<file path="src/rtl/instruction_fetch.sv">
// rtl/instruction_fetch.sv - PC register, single-word imem reads, DOR/ack handoff to the decoder
module instruction_fetch #(
    parameter logic [31:0] RESET_PC = 32'h0000_0000,
    parameter logic [31:0] PC_STEP  = 32'd4
) (
    input  logic        clk,
    input  logic        reset,
    output logic [31:0] imem_addr,
    output logic        imem_rd,
    input  logic [31:0] imem_data,
    input  logic        imem_valid,
    input  logic        redirect,
    input  logic [31:0] redirect_pc,
    output logic        DOR,
    output logic [31:0] data_out,
    output logic [31:0] pc_out,
    input  logic        ack_from_next
);

    typedef enum logic [1:0] {
        REQ     = 2'd0,
        WAIT    = 2'd1,
        PRESENT = 2'd2,
        DRAIN   = 2'd3
    } state_t;

    state_t      state;
    state_t      state_next;
    logic [31:0] pc;
    logic [31:0] pc_next;
    logic [31:0] imem_addr_next;
    logic        imem_rd_next;
    logic        dor_next;
    logic [31:0] data_out_next;
    logic [31:0] pc_out_next;

    // Register the FSM state, the PC and every output so nothing combinational leaves the block
    always_ff @(posedge clk or negedge reset) begin
        if (!reset) begin
            state     <= REQ;
            pc        <= RESET_PC;
            imem_addr <= 32'h0;
            imem_rd   <= 1'b0;
            DOR       <= 1'b0;
            data_out  <= 32'h0;
            pc_out    <= 32'h0;
        end else begin
            state     <= state_next;
            pc        <= pc_next;
            imem_addr <= imem_addr_next;
            imem_rd   <= imem_rd_next;
            DOR       <= dor_next;
            data_out  <= data_out_next;
            pc_out    <= pc_out_next;
        end
    end

    // Next-state and next-output logic; a redirect overrides every state's normal behaviour
    always_comb begin
        state_next     = state;
        pc_next        = pc;
        imem_addr_next = imem_addr;
        imem_rd_next   = 1'b0;
        dor_next       = DOR;
        data_out_next  = data_out;
        pc_out_next    = pc_out;

        if (redirect) begin
            pc_next  = {redirect_pc[31:2], 2'b00};
            dor_next = 1'b0;
            case (state)
                // A read is still in flight; its response must be swallowed before reissuing
                WAIT:    state_next = imem_valid ? REQ : DRAIN;
                DRAIN:   state_next = imem_valid ? REQ : DRAIN;
                default: state_next = REQ;
            endcase
        end else begin
            case (state)
                REQ: begin
                    imem_rd_next   = 1'b1;
                    imem_addr_next = pc;
                    state_next     = WAIT;
                end
                WAIT: begin
                    if (imem_valid) begin
                        data_out_next = imem_data;
                        pc_out_next   = imem_addr;
                        dor_next      = 1'b1;
                        state_next    = PRESENT;
                    end
                end
                PRESENT: begin
                    if (ack_from_next) begin
                        dor_next   = 1'b0;
                        pc_next    = pc + PC_STEP;
                        state_next = REQ;
                    end
                end
                DRAIN: begin
                    if (imem_valid) begin
                        state_next = REQ;
                    end
                end
                default: state_next = REQ;
            endcase
        end
    end

endmodule

</file>
<file path="config.mk">
export PLATFORM = sky130hd
export DESIGN_NAME = instruction_fetch
export DESIGN_NICKNAME = d
export VERILOG_FILES = /design/src/rtl/instruction_fetch.sv
export SDC_FILE = /design/constraint.sdc
export NUM_CORES = 1
export LEC_CHECK = 0
export BUFFER_PORTS_ARGS = -buffer_cell sky130_fd_sc_hd__buf_4
export CORE_ASPECT_RATIO = 1.25
export CORE_MARGIN = 8
export CORE_UTILIZATION = 43
export CTS_BUF_LIST = sky130_fd_sc_hd__clkbuf_16
export DETAILED_ROUTE_END_ITERATION = 10
export PLACE_DENSITY = 0.69
export SETUP_SLACK_MARGIN = 0.05
export SLEW_MARGIN = 20
export SYNTH_ARGS = -nofsm -noshare
export SYNTH_HDL_FRONTEND = slang
export SYNTH_SLANG_ARGS = --single-unit
</file>
<file path="constraint.sdc">
create_clock -name clk -period 2.1 [get_ports clk]
set_input_delay 0.315 -clock clk [delete_from_list [all_inputs] [get_ports clk]]
set_output_delay 0.315 -clock clk [all_outputs]
set_load 0.03 [all_outputs]
</file>
==> metrics.yaml, run 1 <==
synthFlopType: "dfrtp_1"
antenna_left: 0
synthArstFlopShare_pct: 100
finish.instance_area_sq_um: 7610
crit_type: "flop to flop"
die_w_um: 117
globalRouteOverflowTotal: 0
h-tree-depth: 4
place_ws_ns: 0.00264
grtUsageTotal_pct: 17.1
vias: 4110
arrival_ns: 2.36
rsz0062_at_grt: "yes"
synth-seq-area-share_pct: 58.1
root_buffer: "clkbuf_16"
drive_above_1_share_pct: 51.9
period_share_pct: 95.9
final_cells: 794
worst_hold_path_type: "input pin to flop"
fp.dieArea_sq_um: 16500
final_cell_mix: "buf_4, dfrtp_1, mux2_2"
drv_cap: 0
layout.nets: 683
whs_ns: 0.103
setup_viol: 0
place_hpwl_um: 9990
numCtsBuffers: 17
utilization_pct: 60.9
yosysWarnings: 0
reg2reg_depth: 4
cp.required_ns: 2.44
grt_pass1_wl_um: 22000
grt_max_degree: 51
synthCells: 432
gp_congestion: 0.791
setup_ws_ns: 0.0861
skew_ns: 0.00826
leakage_nw: 3.36
ios: 167
drtIter0Drc: 175
diodes: 0
synthToLayoutAreaGrowth_pct: 40.2
status: "finished clean"
crit_end: "pc[16]$_DFFE_PN0P_"
power_per_cell_area_nw_per_um2: 1560
post_drt_wl_per_cell_um: 17.0
port_buffers: 160
crit_fanout: 6
dieHeight_um: 142
synth_cell_types: 45
cts_sinks: 126
clock_path_buffers: 2
rows: 46
slew_violations: 0
grt_antenna_before_repair: 0
cp-end-kind: "flop"
start_util_pct: 43.5
fillers: 1008
syn_area_per_cell_sq_um: 12.6
r2r-end: "pc[16]$_DFFE_PN0P_"
timing.fmax_mhz: 497
final_common_cell: "buf_4"
path_clk_slew_ns: 0.06
dpl_cell_area_sq_um: 6960
finalPower_mw: 11.9
finalSetupTns_ns: 0
wl_um: 13500
cts_tree: "done"
startpoint: "state[0]$_DFFE_PN0P_"
start_kind: "flop"
vias_per_cell: 5.18
syn_area_sq_um: 5430
fin_crit_ns: 2.01
peakVddDrop_uv: 705
drcViolationCount: 0
grt_pass1_vias: 4336
first_pass_iters: 5
fp.coreArea_sq_um: 12500
dp_cells: 760
synth_edf_count: 0
regToRegStartpoint: "state[0]$_DFFE_PN0P_"
hold_violations: 0
reg2reg_setup_slack_ns: 0.09
clkLatencyLatePin_ns: 0.41
synth-seq-cells: 126
-- layout make-up --
type	count	area (sq um)	area share [%]
well taps	168	210	2.76
clock inverters	15	173	2.27
flip-flops and latches	126	3150	41.4
repair buffers	187	1450	19.0
inverters	6	22.5	0.296
multi-input cells	275	2180	28.6
clock buffers	17	425	5.59
-- timing repair --
action	in CTS	in global routing
endpoints found under the hold margin	47	0
setup endpoints to repair	8	13
setup buffers	0	1
resized for setup	0	8
hold buffers	1	0
pin swaps	1	5
-- synth_stat cells, types with 4 or more instances --
library cell	count	area, sq um
nor3_1	5	25.0
o31ai_1	10	75.1
nor4_1	4	25.0
dfrtp_1	126	3150
clkbuf_1	17	63.8
nor2_1	19	71.3
nand4_1	13	81.3
mux2_2	92	1040
xor2_1	4	35.0
inv_1	5	18.8
nand2_1	25	93.8
nand3_1	12	60.1
or4_1	14	105
xnor2_1	8	70.1
buf_4	4	30.0
a31oi_1	12	75.1
o21ai_0	16	80.1
-- power breakdown --
group	switching [mW]	total [mW]	internal, mW
logic	2.81	4.90	2.09
clock network	1.10	2.96	1.86
registers	0.608	4.00	3.39
-- worst min path at each step --
stage	startpoint	to	slack [ns]	cells past startpoint
after floorplan	reset	DOR$_DFFE_PN0P_	0.02	0
after detailed placement	reset	pc_out[17]$_DFFE_PN0P_	0.29	1
final	redirect_pc[15]	pc[15]$_DFFE_PN0P_	0.10	3
after global placement	reset	pc_out[16]$_DFFE_PN0P_	0.29	1
after global routing	redirect_pc[6]	pc[6]$_DFFE_PN0P_	0.10	3
after CTS	redirect_pc[15]	pc[15]$_DFFE_PN0P_	0.09	3
-- layer usage --
metal | global-route usage (%) | wire length [um] | vias to the layer above
met1 | 19.1 | 5200 | 2022
met5 | 0 | 0 | -
met4 | 7.32 | 234 | 0
met3 | 5.10 | 862 | 18
met2 | 29.4 | 7170 | 138
li1 | - | - | 1932
-- sequential cells by signal, indices dropped and copies added, names as in the netlist --
name	cells
state	2
DOR	1
data_out	32
pc_out	30
imem_addr	30
pc	30
imem_rd	1
-- cells by family (layout without fill, tap and decap cells) --
logic type | count (synthesis) | in the layout | synth area share [%]
flip-flops | 126 | 126 | 58.1
AND/OR/NAND/NOR | 118 | 118 | 12.1
multiplexers | 93 | 93 | 19.3
AO/OA/AOI/OAI | 47 | 47 | 5.44
buffers and inverters | 34 | 225 | 2.86
XOR/XNOR | 12 | 12 | 1.94
adder cells (fa/ha/maj) | 1 | 1 | 0.230
other | 1 | 4 | 0.0691
-- worst max-delay path: stages, from the launching register on --
cell	delay [ns]
dfrtp_1	0.38
nand3b_1	0.28
or4_1	0.62
or4_2	0.56
nand3_1	0.10
Power figures use the tool's default switching activity.
==> run 2, diff against run 1 <==
- ABC_AREA: not set -> 1
- CORE_MARGIN: 8 -> not set
- PLACE_DENSITY: 0.69 -> 0.67
==> run 2 against run 1 <==
Effect of this change: wire length grew 6.8%; count of clock-buffer cells in the layout is the same; die area shrank 13%; clock power grew 4%; via count grew 23%; fmax grew 18%; register-to-register slack gained 0.31 ns; synthesized cell count grew 61%; global-route usage grew 4.0 points; first-iteration DRC count grew 49%; hold slack gained 0.030 ns; synthesized area grew 9.6%; critical path type unchanged.
==> metrics.yaml, run 2 <==
die_w_um: 107
ios: 167
numCtsBuffers: 17
cts_resized: 0
period_share_pct: 81.3
synth_most_common_cell: "nand2_1"
globalRouteOverflowTotal: 0
p_int_mw: 7.42
largest_reg_flops: 32
leakage_nw: 4.05
post_drt_wl_per_cell_um: 13.8
fin_crit_ns: 1.71
top_register: "data_out"
first_pass_iters: 4
antenna_left: 0
drcViolationCount: 0
synth_area_leaders: "dfrtp_1, nand2_1, o21ai_0"
gp_congestion: 0.922
vias: 5066
crit_buf_inv: 1
status: "finished clean"
rows: 47
rsz0062_at_grt: "no"
synthFlopType: "dfrtp_1"
grt_max_degree: 54
cp-end-kind: "flop"
synthToLayoutAreaGrowth_pct: 34.0
max_stage_delay_ns: 0.43
place_hpwl_um: 10600
final_common_cell: "nand2_1"
root_buffer: "clkbuf_16"
clockPowerShare_pct: 24.8
synth_edf_count: 0
synthArstFlopShare_pct: 100
drv_cap: 0
grtUsageTotal_pct: 21.1
finish.instance_area_sq_um: 7970
clock_path_buffers: 2
start_util_pct: 44.6
cts_tree: "done"
layout.nets: 927
wl_um: 14400
vias_per_cell: 4.87
fp.dieArea_sq_um: 14300
syn_area_per_cell_sq_um: 8.57
start_kind: "flop"
h-tree-depth: 4
crit_fanout: 5
cts_sinks: 126
path_cells: "ha_1 > nand2_1 > nor2_2 > nand2_1 > nor2_2 > nand2_1 > o21ai_0 > nand2_1 > nand2_1 > inv_1"
setup_viol: 0
grt_pass1_vias: 5040
synth-seq-cells: 126
cp.required_ns: 2.41
synthDominantCellAreaShare_pct: 53.0
grt_pass1_wl_um: 23800
power_per_cell_area_nw_per_um2: 1550
switching_share_pct: 40.1
syn_area_sq_um: 5950
clkLatencyLatePin_ns: 0.41
dpl_cell_area_sq_um: 7340
drive_above_1_share_pct: 28.0
crit_type: "flop to flop"
yosysWarnings: 0
synth-seq-area-share_pct: 53.0
slowest_stage: "dfrtp_1"
power.switching_mw: 4.97
cp_common_cell: "nand2_1"
slew_violations: 0
hold_violations: 0
fp.coreArea_sq_um: 13300
arrival_ns: 2.01
synth_common_cells: "nand2_1, dfrtp_1, nor2_1"
setup_ws_ns: 0.393
drtIter0Drc: 260
grt_antenna_before_repair: 0
path_clk_slew_ns: 0.06
skew_ns: 0.00519
worst_hold_path_type: "input pin to flop"
synthCells: 694
timing.fmax_mhz: 586
diodes: 0
synth_top_area_cell: "dfrtp_1"
place_ws_ns: 0.353
seqPwrFrac_pct: 33.2
final_cell_mix: "nand2_1, buf_4, dfrtp_1"
whs_ns: 0.133
finalSetupTns_ns: 0
port_buffers: 160
synth_cell_types: 33
peakVddDrop_uv: 891
pwr-share-comb_pct: 42.0
cpLargestDelayFamily: "simple AND/OR/NAND/NOR gates"
dieHeight_um: 134
-- run 2: timing repair --
| action | 4_1_cts | 5_1_grt |
|---|---|---|
| hold endpoints to repair | 35 | 0 |
| buffers inserted | 0 | 0 |
| hold buffers | 1 | 0 |
-- run 2: path summary, 6_finish.rpt --
path                                       start                  endpoint  slack [ns]  cells past startpoint
max                            pc[2]$_DFFE_PN0P_        pc[14]$_DFFE_PN0P_        0.39                     10
min                                 imem_data[6]   data_out[6]$_DFFE_PN0P_        0.13                      2
max reg2reg                    pc[2]$_DFFE_PN0P_        pc[14]$_DFFE_PN0P_        0.39                     10
min reg2reg                pc_out[2]$_DFFE_PN0P_     pc_out[2]$_DFFE_PN0P_        0.48                      2
max in group asynchronous                  reset    pc_out[29]$_DFFE_PN0P_        1.04                      3
min in group asynchronous                  reset  data_out[12]$_DFFE_PN0P_        0.41                      2
-- run 2: logic make-up after synthesis --
kind of cell	Yosys count	share of synthesized area [%]
and+or+nand+nor	327	22.5
DFF	126	53.0
buffers and inverters	105	7.74
AOI/OAI and AO/OA	102	9.15
muxes	32	7.32
adders and majority gates	1	0.210
other	1	0.0630
-- run 2: through the flow --
stage                     instances  util (%)  power (mW)
after floorplan                 697         -        7.35
after global placement         1008      55.0        9.25
after detailed placement       1008      55.0        9.38
after CTS                      1041      59.7        12.5
after global routing           1041      59.7        13.1
final                          1041      59.7        12.4
-- run 2: layout make-up --
type / instances / area [sq um]
timing repair buffer: 172 / 1340
clock buffer: 17 / 425
clock inverter: 15 / 196
tap: 171 / 214
multi-input combinational: 466 / 2360
inverter: 74 / 280
fill: 1171 / 5380
sequential: 126 / 3150
-- run 2: power groups by stage --
stage               clock network, mW  logic, mW  registers (mW)
floorplan                           0       1.61            5.73
global placement                    0       5.14            4.12
detailed placement                  0       5.22            4.15
CTS                              3.12       5.26            4.11
global route                     3.24       5.60            4.25
finish                           3.07       5.20            4.11
-- run 2: per-layer routing --
| metal | up-vias | wire, um | GRT usage [%] |
|---|---|---|---|
| li1 | 2541 | - | - |
| met1 | 2362 | 6170 | 25.8 |
| met2 | 144 | 7270 | 36.4 |
| met3 | 19 | 761 | 5.53 |
| met4 | 0 | 191 | 5.86 |
| met5 | - | 0 | 0 |
==> run 3, diff against run 2 <==
- ABC_AREA: 1 -> 0
- PLACE_DENSITY: 0.67 -> 0.66
- clock period: 2.1 -> 1.7 ns (I/O delays scaled with it)
==> run 3 against run 2 <==
Effect of this change: the flow now finishes with violations (setup timing); critical endpoint is now pc[30]$_DFFE_PN0P_; sequential power grew 20%; highest routed layer unchanged; flip-flop and latch count is the same; largest power group unchanged; design area grew 2.2%; global-route usage grew 0.46 points.
==> metrics.yaml, run 3 (synthesized netlist as in run 1, its figures left out) <==
grt_pass1_wl_um: 21300
period_share_pct: 117
top_layer_used: "met4"
cts_sinks: 126
setup_ws_ns: -0.286
first_pass_iters: 4
fin_crit_ns: 1.99
vias_per_cell: 5.17
cp.required_ns: 2.02
utilization_pct: 66.7
timing.fmax_mhz: 504
port_buffers: 160
place_hpwl_um: 9540
hold_violations: 0
wl_met3_um: 508
layout.nets: 729
grt_pass1_vias: 4417
gp_congestion: 0.803
rsz0062_at_grt: "yes"
finalSetupTns_ns: -2.75
numCtsBuffers: 17
rows: 45
violations: "setup timing"
power_per_cell_area_nw_per_um2: 1820
finish.instance_area_sq_um: 8150
clkLatencyLatePin_ns: 0.41
grt_antenna_before_repair: 0
drtIter0Drc: 157
finalPower_mw: 14.9
fp.dieArea_sq_um: 13100
drcViolationCount: 0
final_common_cell: "buf_4"
antenna_left: 0
top_register: "data_out"
route.layer.met1.wl_um: 5380
dp_cells: 787
post_drt_wl_per_cell_um: 16.2
synthToLayoutAreaGrowth_pct: 50.0
die_w_um: 103
slew_violations: 0
largest_reg_flops: 32
start_kind: "flop"
path_clk_slew_ns: 0.06
min_path_cells: 3
setup_viol: 18
wl_um: 13500
peakVddDrop_uv: 1540
skew_ns: 0.0157
globalRouteOverflowTotal: 0
grt_max_degree: 45
cp-end-kind: "flop"
arrival_ns: 2.31
place_ws_ns: -0.283
route.met2.wl_um: 7350
leakage_nw: 3.70
crit_type: "flop to flop"
start_util_pct: 44.4
diodes: 0
reg2reg_depth: 5
drive_above_1_share_pct: 58.0
ios: 167
whs_ns: 0.0500
dieHeight_um: 128
final_cells: 836
grtUsageTotal_pct: 21.5
worst_hold_path_type: "input pin to flop"
cts_tree: "done"
status: "finished with violations"
root_buffer: "clkbuf_16"
clock_path_buffers: 2
fp.coreArea_sq_um: 12200
vias: 4320
crit_fanout: 4
h-tree-depth: 4
final_cell_mix: "buf_4, dfrtp_1, mux2_2"
drv_cap: 0
dpl_cell_area_sq_um: 7190
==> run 3: per-layer routing <==
layer | track usage [%] | vias to the layer above
li1 | - | 2023
met1 | 24.1 | 2143
met2 | 38.5 | 130
met3 | 4.70 | 24
met4 | 9.33 | 0
met5 | 0 | -
==> run 3: worst max-delay path, cell delays in order, from the launching register on <==
cell and delay (ns):
dfrtp_1 0.39, ha_2 0.22, nand3_2 0.10, or4_4 0.55, or4_4 0.52, a31oi_1 0.13
==> run 3: final timing paths <==
kind                       slack (ns)                   endpoint                   start
hold / removal                   0.05         pc[15]$_DFFE_PN0P_         redirect_pc[15]
max in group asynchronous        0.75   data_out[21]$_DFFE_PN0P_                   reset
hold reg to reg                  0.51     pc_out[28]$_DFFE_PN0P_  pc_out[28]$_DFFE_PN0P_
setup reg to reg                -0.29         pc[30]$_DFFE_PN0P_       pc[2]$_DFFE_PN0P_
setup / recovery                -0.29         pc[30]$_DFFE_PN0P_       pc[2]$_DFFE_PN0P_
min in group asynchronous        0.29  imem_addr[14]$_DFFE_PN0P_                   reset
==> run 3: power by group <==
| group | internal (mW) | switching, mW | leakage [nW] |
|---|---|---|---|
| clock network | 2.45 | 1.33 | 0.300 |
| registers | 4.19 | 0.725 | 1.49 |
| logic | 2.66 | 3.51 | 1.91 |
| total | 9.30 | 5.56 | 3.70 |
==> run 3: repair_timing <==
action,CTS,global route
endpoints found under the hold margin,32,0
hold buffers,1,0
resized for setup,23,17
buffers inserted,10,7
pin swaps,24,13
setup endpoints to repair,18,30
==> run 3: layout make-up <==
| type | instances | area [sq um] |
|---|---|---|
| Sequential cell | 126 | 3150 |
| Clock inverter | 15 | 195 |
| Multi-Input combinational cell | 275 | 2350 |
| Fill cell | 902 | 4070 |
| Timing Repair Buffer | 233 | 1800 |
| Inverter | 6 | 22.5 |
| Tap cell | 164 | 205 |
| Clock buffer | 17 | 425 |
